==> src/rtl/dot_product_ctrl_if.sv <==
// dot_product_ctrl_if: start/stream/result handshakes plus the external multiplier link.
// Carries acc_ovf only when DOT_PRODUCT_SAT_EN is defined.
interface dot_product_ctrl_if #(
    parameter int DATA_WIDTH = 8,
    parameter int ACC_WIDTH  = 16
);
    logic                    start;
    logic                    in_valid;
    logic                    in_ready;
    logic [DATA_WIDTH-1:0]   inData_A;
    logic [DATA_WIDTH-1:0]   inData_B;
    logic [DATA_WIDTH-1:0]   mul_A;
    logic [DATA_WIDTH-1:0]   mul_B;
    logic [2*DATA_WIDTH-1:0] mul_C;
    logic                    out_valid;
    logic                    out_ready;
    logic [ACC_WIDTH-1:0]    outData;
    logic                    busy;
`ifdef DOT_PRODUCT_SAT_EN
    logic                    acc_ovf;
`endif

    modport slave (
        input  start, in_valid, inData_A, inData_B, mul_C, out_ready,
        output in_ready, mul_A, mul_B, out_valid, outData, busy
`ifdef DOT_PRODUCT_SAT_EN
        , output acc_ovf
`endif
    );

    modport master (
        output start, in_valid, inData_A, inData_B, mul_C, out_ready,
        input  in_ready, mul_A, mul_B, out_valid, outData, busy
`ifdef DOT_PRODUCT_SAT_EN
        , input acc_ovf
`endif
    );
endinterface

==> src/rtl/dot_product_ctrl.sv <==
// dot_product_ctrl: streams VEC_LEN pairs through a shared external multiplier and accumulates.
// DOT_PRODUCT_SAT_EN selects a saturating accumulator with a sticky acc_ovf flag.
module dot_product_ctrl #(
    parameter int DATA_WIDTH = 8,
    parameter int VEC_LEN    = 4,
    parameter int ACC_WIDTH  = 16
) (
    input logic              clk,
    input logic              rst_n,
    dot_product_ctrl_if.slave bus
);
    typedef enum logic [1:0] {IDLE, RUN, DRAIN, DONE} state_t;

    localparam logic [7:0] LAST = 8'(VEC_LEN - 1);

    state_t                r_state, w_next;
    logic [7:0]            r_cnt;
    logic                  r_acc_en;
    logic [ACC_WIDTH-1:0]  r_acc;
    logic [DATA_WIDTH-1:0] r_mul_a, r_mul_b;
    logic                  w_hs, w_start;
    logic                  w_in_ready, w_out_valid, w_busy;
    logic [ACC_WIDTH-1:0]  w_out_data;

    assign w_hs    = (r_state == RUN) && bus.in_valid;
    assign w_start = (r_state == IDLE) && bus.start;

    always_ff @(posedge clk or negedge rst_n) begin
        if (!rst_n) r_state <= IDLE;
        else        r_state <= w_next;
    end

    always_comb begin
        w_next      = r_state;
        w_in_ready  = r_state == RUN;
        w_out_valid = r_state == DONE;
        w_busy      = r_state != IDLE;
        w_out_data  = w_out_valid ? r_acc : '0;
        case (r_state)
            IDLE:    w_next = bus.start ? RUN : IDLE;
            RUN:     w_next = (w_hs && r_cnt == LAST) ? DRAIN : RUN;
            DRAIN:   w_next = DONE;
            DONE:    w_next = bus.out_ready ? IDLE : DONE;
            default: w_next = IDLE;
        endcase
    end

`ifdef DOT_PRODUCT_SAT_EN
    localparam int AW1 = ACC_WIDTH + 1;
    logic           r_ovf;
    logic [AW1-1:0] w_sum;
    assign w_sum   = {1'b0, r_acc} + AW1'(bus.mul_C);
    assign bus.acc_ovf = r_ovf;
`else
    logic [ACC_WIDTH-1:0] w_sum;
    assign w_sum = r_acc + ACC_WIDTH'(bus.mul_C);
`endif

    // The product of a handshake is ready one cycle later, so accumulation lags by one.
    always_ff @(posedge clk or negedge rst_n) begin
        if (!rst_n) begin
            r_cnt    <= '0;
            r_acc_en <= 1'b0;
            r_acc    <= '0;
            r_mul_a  <= '0;
            r_mul_b  <= '0;
`ifdef DOT_PRODUCT_SAT_EN
            r_ovf    <= 1'b0;
`endif
        end else begin
            r_acc_en <= w_hs;
            if (w_hs) begin
                r_mul_a <= bus.inData_A;
                r_mul_b <= bus.inData_B;
                r_cnt   <= r_cnt + 8'd1;
            end
            if (w_start) begin
                r_acc <= '0;
                r_cnt <= '0;
`ifdef DOT_PRODUCT_SAT_EN
                r_ovf <= 1'b0;
`endif
            end else if (r_acc_en) begin
`ifdef DOT_PRODUCT_SAT_EN
                if (w_sum[ACC_WIDTH]) begin
                    r_acc <= '1;
                    r_ovf <= 1'b1;
                end else begin
                    r_acc <= w_sum[ACC_WIDTH-1:0];
                end
`else
                r_acc <= w_sum;
`endif
            end
        end
    end

    assign bus.in_ready  = w_in_ready;
    assign bus.out_valid = w_out_valid;
    assign bus.busy      = w_busy;
    assign bus.outData   = w_out_data;
    assign bus.mul_A     = r_mul_a;
    assign bus.mul_B     = r_mul_b;
endmodule

==> src/flat_wrapper.sv <==
// flat-port wrapper written by rule: the top's interface ports become plain ports
module dot_product_ctrl_flat 
#(
    parameter int DATA_WIDTH = 8,
    parameter int VEC_LEN    = 4,
    parameter int ACC_WIDTH  = 16
)
  (clk, rst_n, bus_start, bus_in_valid, bus_inData_A, bus_inData_B, bus_mul_C, bus_out_ready, bus_in_ready, bus_mul_A, bus_mul_B, bus_out_valid, bus_outData, bus_busy);
  dot_product_ctrl_if #(.DATA_WIDTH(DATA_WIDTH), .ACC_WIDTH(ACC_WIDTH)) bus_i ();
  input logic clk;
  input logic rst_n;
  input wire logic [$bits(bus_i.start)-1:0] bus_start;
  input wire logic [$bits(bus_i.in_valid)-1:0] bus_in_valid;
  input wire logic [$bits(bus_i.inData_A)-1:0] bus_inData_A;
  input wire logic [$bits(bus_i.inData_B)-1:0] bus_inData_B;
  input wire logic [$bits(bus_i.mul_C)-1:0] bus_mul_C;
  input wire logic [$bits(bus_i.out_ready)-1:0] bus_out_ready;
  output wire logic [$bits(bus_i.in_ready)-1:0] bus_in_ready;
  output wire logic [$bits(bus_i.mul_A)-1:0] bus_mul_A;
  output wire logic [$bits(bus_i.mul_B)-1:0] bus_mul_B;
  output wire logic [$bits(bus_i.out_valid)-1:0] bus_out_valid;
  output wire logic [$bits(bus_i.outData)-1:0] bus_outData;
  output wire logic [$bits(bus_i.busy)-1:0] bus_busy;
  assign bus_i.start = bus_start;
  assign bus_i.in_valid = bus_in_valid;
  assign bus_i.inData_A = bus_inData_A;
  assign bus_i.inData_B = bus_inData_B;
  assign bus_i.mul_C = bus_mul_C;
  assign bus_i.out_ready = bus_out_ready;
  assign bus_in_ready = bus_i.in_ready;
  assign bus_mul_A = bus_i.mul_A;
  assign bus_mul_B = bus_i.mul_B;
  assign bus_out_valid = bus_i.out_valid;
  assign bus_outData = bus_i.outData;
  assign bus_busy = bus_i.busy;
  dot_product_ctrl #(.DATA_WIDTH(DATA_WIDTH), .VEC_LEN(VEC_LEN), .ACC_WIDTH(ACC_WIDTH)) u_core (.clk(clk), .rst_n(rst_n), .bus(bus_i));
endmodule
==> config.mk <==
export PLATFORM = sky130hd
export DESIGN_NAME = dot_product_ctrl_flat
export DESIGN_NICKNAME = d
export VERILOG_FILES = /design/src/rtl/dot_product_ctrl_if.sv /design/src/rtl/dot_product_ctrl.sv /design/src/flat_wrapper.sv
export SDC_FILE = /design/constraint.sdc
export NUM_CORES = 1
export LEC_CHECK = 0
export ABC_AREA = 1
export BUFFER_PORTS_ARGS = -buffer_cell sky130_fd_sc_hd__buf_2
export CAP_MARGIN = 20
export CORE_MARGIN = 2
export CORE_UTILIZATION = 48
export CTS_BUF_LIST = sky130_fd_sc_hd__clkbuf_8 sky130_fd_sc_hd__clkbuf_16
export CTS_CLUSTER_DIAMETER = 200
export DETAILED_ROUTE_END_ITERATION = 10
export PLACE_DENSITY = 0.76
export SETUP_SLACK_MARGIN = 0.15
export SLEW_MARGIN = 20
export SYNTH_ARGS = -nofsm -noshare
export SYNTH_HDL_FRONTEND = slang
export SYNTH_SLANG_ARGS = --single-unit
export TNS_END_PERCENT = 1
==> constraint.sdc <==
create_clock -name clk -period 1.6 [get_ports clk]
set_input_delay 0.32 -clock clk [delete_from_list [all_inputs] [get_ports clk]]
set_output_delay 0.32 -clock clk [all_outputs]
set_load 0.01 [all_outputs]
==> Word-level counts from Yosys, hierarchy flattened <==
Cells that the tools add are included.
{ "word_totals": {"register_bits": 43, "elab_cells": 28, "out_inout_bits": 35, "inputBits": 37} }
{ "classes": {"n_mux": 9, "eq_ne": 4, "n_reduce_logical": 7, "n_addsub": 2} }
{ "ops": {"columns": ["op", "n"], "rows": [
  ["$mux 16", 3],
  ["$add 16x16->16", 1],
  ["$mux 8", 2],
  ["$add 8x1->8 const B", 1],
  ["$eq 8x2->1 const B", 1],
  ["$pmux 2 s4", 1],
  ["$reduce_bool 2->1", 3],
  ["$eq 2x2->1 const B", 2],
  ["$mux 2", 2],
  ["$logic_and 1x1->1", 3],
  ["$eq 2x1->1 const B", 1],
  ["$logic_not 2->1", 1],
  ["$mux 1", 1]
]} }

==> Longest topological paths before layout <==
{ "logic_depth": {"word_depth": 5, "mapped_depth": 11, "ltp_nobuf": 11} }

==> Least setup slack after synthesis <==
No wires, ideal clock.
{ "synth_path": {"kind": "reg-to-reg", "start": "register u_core.r_acc[0]", "end": "register u_core.r_acc[12]", "synth_period_minus_slack_ns": 1.561, "path_stages_with_launch": 12, "setup_ns": 0.117, "t_required_ns": 1.483, "setup_slack_ns": 0.039, "arrival_time_ns": 1.444, "path_buffers": 0, "path_cell_list": "dfrtp_1 > ha_1 > inv_1 > fa_1 > inv_1 > nand3_1 > nand3_1 > nand3_1 > nand3_1 > nand2_1 > nand3_1 > nand2_1"} }
{ "synth_between": {"elab_chain_len": 3} }
{ "synth_lines": {"columns": ["element", "line", "rtl"], "rows": [
  ["from (decl)", "dot_product_ctrl.sv:19", "logic [ACC_WIDTH-1:0] r_acc;"],
  ["from (signal assigned)", "dot_product_ctrl.sv:92", "r_acc <= w_sum;"],
  ["$add 16x16->16", "dot_product_ctrl.sv:56", "assign w_sum = r_acc + ACC_WIDTH'(bus.mul_C);"],
  ["$mux 16", "dot_product_ctrl.sv:83", "end else if (r_acc_en) begin"],
  ["$mux 16", "dot_product_ctrl.sv:77", "if (w_start) begin"]
]} }
Every way passes these cells. The select of a mux whose other input is x is not followed.
A chain may end at the register's enable or synchronous reset.

==> Final worst setup path <==
{ "layout_path": {"start": "register u_core.r_acc[0]", "end": "register u_core.r_acc[8]"} }
The elaborated chain is that of the path after synthesis.

==> results.txt <==
Final Net Count - 545
DR vias - 2730
met3 routed WL - 287 um
flops & latches, synth - 43
clk_skew - 0.00305 ns
# setup viols final - 6
max incr delay on CP - 0.37 ns
Post-CTS Hold Fix Bufs - 0
CP top delay family - adder cells
Core Box Area - 0.00554 mm^2
number of remaining DRC errors - 0
DRT Wirelength - 6.84 mm
commonest register cell after synthesis - dfrtp_1
WP data required - 1.79 ns
CTS tree - done
met2 WL - 3.56 mm
syn_nets - 458
Clock Tree Buf Depth - 2
Layout area overhead - 36.3%
Worst setup SP type - register
GPL Wtd Cong - 0.853
share of layout cells above drive strength 1 - 0.338
Root Driver - clkbuf_8
maxcap violations - 0
Synth Area per Inst - 6.86 um^2
worst rel slew slack - 0.642
Slew Viols, Final - 0
row cnt - 27
H-tree Lvls - 2
Fillers - 470
antenna fix cells - 0
Top Ports - 72
distinct cell type count after synthesis - 27
gr ovfl total - 0
Die X - 80.0 um
die height - 80.0 um
GRT Overall Usage - 0.220
worst-margin pin slew - 0.536 ns
Initial Utilization - 0.500
status - finished, violations left
Hold Crit Class - input pin to asynchronous set/reset pin
worst skew pair latency - 0.29 ns
Iteration-0 DRC Markers - 139
CP bufs+invs - 2
initial antenna violation count - 0
CP cell instances - ha_2 -> inv_2 -> fa_2 -> inv_2 -> nand3_2 -> nand3_4 -> nand2_2 -> nand3_2 -> nand2_1 -> nand2_1 -> o21ai_2
hold_ws - 0.0820 ns
fin util - 0.682
post-synthesis cell count - 404
origin of the critical flop-to-flop path - u_core.r_acc[0]
drt pass-1 iters - 5
fmax - 603 MHz
CP max FO - 4
Area after DPL - 0.00329 mm^2
hpwl dp - 4.69 mm
Sink Count - 43
Post-Place Setup Slack - -0.111 ns
WL per Instance - 12.1 um
Syn. warnings - 0
crit path DAT - 1.85 ns
Post-Layout Inst Area - 0.00378 mm^2
fin crit share - 1.04
CP Launch Point - u_core.r_acc[0]
Worst setup EP type - register
RSZ-0062 raised after global routing - yes
vias in the first global route - 2526
highest routed layer - met4
Worst path slowest cell - dfrtp_1
Port Buffer Count - 71
Hold Violations, Final - 0
FFs w/ async S/R, synth - 1.00
kind of critical path - register to register
first-pass GRT wire length - 11.1 mm
largest net degree at the start of global routing - 44
Post-Syn Area - 0.00277 mm^2
sequential fraction of the synthesis area - 0.388
Peak supply drop - 792 uV
vias per inst - 4.85
Worst-path clk slew - 0.08 ns
Post-synth EDFFs - 0
failing checks - negative setup slack
DRT antenna net count - 0
cell area power density - 1810 mW/mm^2
final worst slack - -0.0575 ns
leakage dissipation - 2.08 nW
Num CTS Buffers - 5
DRT met1 WL - 2.87 mm
die area - 0.00640 mm^2
final worst path period need - 1.66 ns
## final cells by class
type | instances | area [um^2] | area share
multi-input combinational | 285 | 1720 | 0.456
sequential | 43 | 1080 | 0.285
timing repair buffer | 86 | 512 | 0.136
inverter | 70 | 269 | 0.0712
tap | 72 | 90.1 | 0.0239
clock buffer | 5 | 68.8 | 0.0182
clock inverter | 2 | 37.5 | 0.00994
## per-stage QoR
stage          TNS [ns]  instances  total power [mW]
2_1_floorplan         0        404              4.22
3_3_place_gp     -0.147        553              5.14
3_5_place_dp     -0.491        553              5.24
4_1_cts          -0.255        561              6.52
5_1_grt          -0.880        563              7.48
6_report         -0.198        563              6.84
## where the power goes
group / internal (mW) / leakage [nW] / total (mW) / switching [mW]
Sequential: 1.57 / 0.540 / 1.95 / 0.384
Clock: 0.457 / 0.0502 / 0.847 / 0.390
Combinational: 1.68 / 1.49 / 4.04 / 2.36
## timing repair
| action | CTS | global route |
|---|---|---|
| endpoints found under the setup margin | 32 | 36 |
| gates resized for setup | 47 | 30 |
| pin swaps | 20 | 23 |
| buffers inserted | 1 | 2 |
## worst register-to-register path, cell delays in order (launching register included)
cell and delay [ns]:
dfrtp_1 0.37, ha_2 0.21, inv_2 0.06, fa_2 0.35
inv_2 0.07, nand3_2 0.08, nand3_4 0.10, nand2_2 0.06
nand3_2 0.08, nand2_1 0.05, nand2_1 0.06, o21ai_2 0.06
## cell usage after synthesis (4+ instances only)
cell type | count | area, um^2
nand2_1 | 156 | 586
dfrtp_1 | 43 | 1080
inv_1 | 66 | 248
nand3_1 | 24 | 120
o21ai_0 | 7 | 35.0
nor2_1 | 34 | 128
a21oi_1 | 12 | 60.1
inv_2 | 4 | 15.0
o21ai_1 | 6 | 30.0
nor3_1 | 5 | 25.0
ha_1 | 16 | 200
xor2_1 | 4 | 35.0
## placed cells by master (no fill, tap or decap), drive strengths merged
master / count
clkinvlp: 2
inv: 69
bufinv: 1
ha: 16
xor2: 4
clkbuf: 5
buf: 86
nor3: 6
nand3b: 2
a21oi: 12
or2: 2
nand2: 159
o31ai: 1
o21ai: 13
nand4: 3
nand3: 25
o22ai: 3
nor4: 1
fa: 1
and2: 1
nor2: 36
dfrtp: 43
## sequential cells by signal, indices dropped and copies added, names as in the netlist
name              cells
u_core.r_cnt          8
u_core.r_acc         16
u_core.bus.mul_B      8
u_core.bus.mul_A      8
u_core.r_acc_en       1
u_core.r_state        2
## cell families (layout without fill, tap and decap cells)
logic type                 after synthesis  count (layout)  synth area share
adders and majority gates               17              17            0.0795
and+or+nand+nor                        235             235             0.358
xor gates and xnor gates                 4               4            0.0126
AOI/OAI and AO/OA                       29              29            0.0546
buffers and inverters                   76             163             0.107
DFF                                     43              43             0.388
## path summary, 6_finish.rpt
kind	end	slack, ns	cells after the start
min in group clk	u_core.bus.mul_A[2]	0.21	3
worst min register to register	u_core.bus.mul_A[4]	0.48	2
worst max-delay path	u_core.r_acc[8]	-0.06	11
worst min-delay path	u_core.r_acc[10]	0.08	2
max in group asynchronous	u_core.r_state[1]	1.13	2
worst max register to register	u_core.r_acc[8]	-0.06	11
## metal layers
layer | GRT usage | vias up
li1 | - | 1412
met2 | 0.409 | 65
met1 | 0.261 | 1243
met3 | 0.0373 | 10
met4 | 0.0508 | 0
met5 | 0 | -
Power figures use the tool's default switching activity.
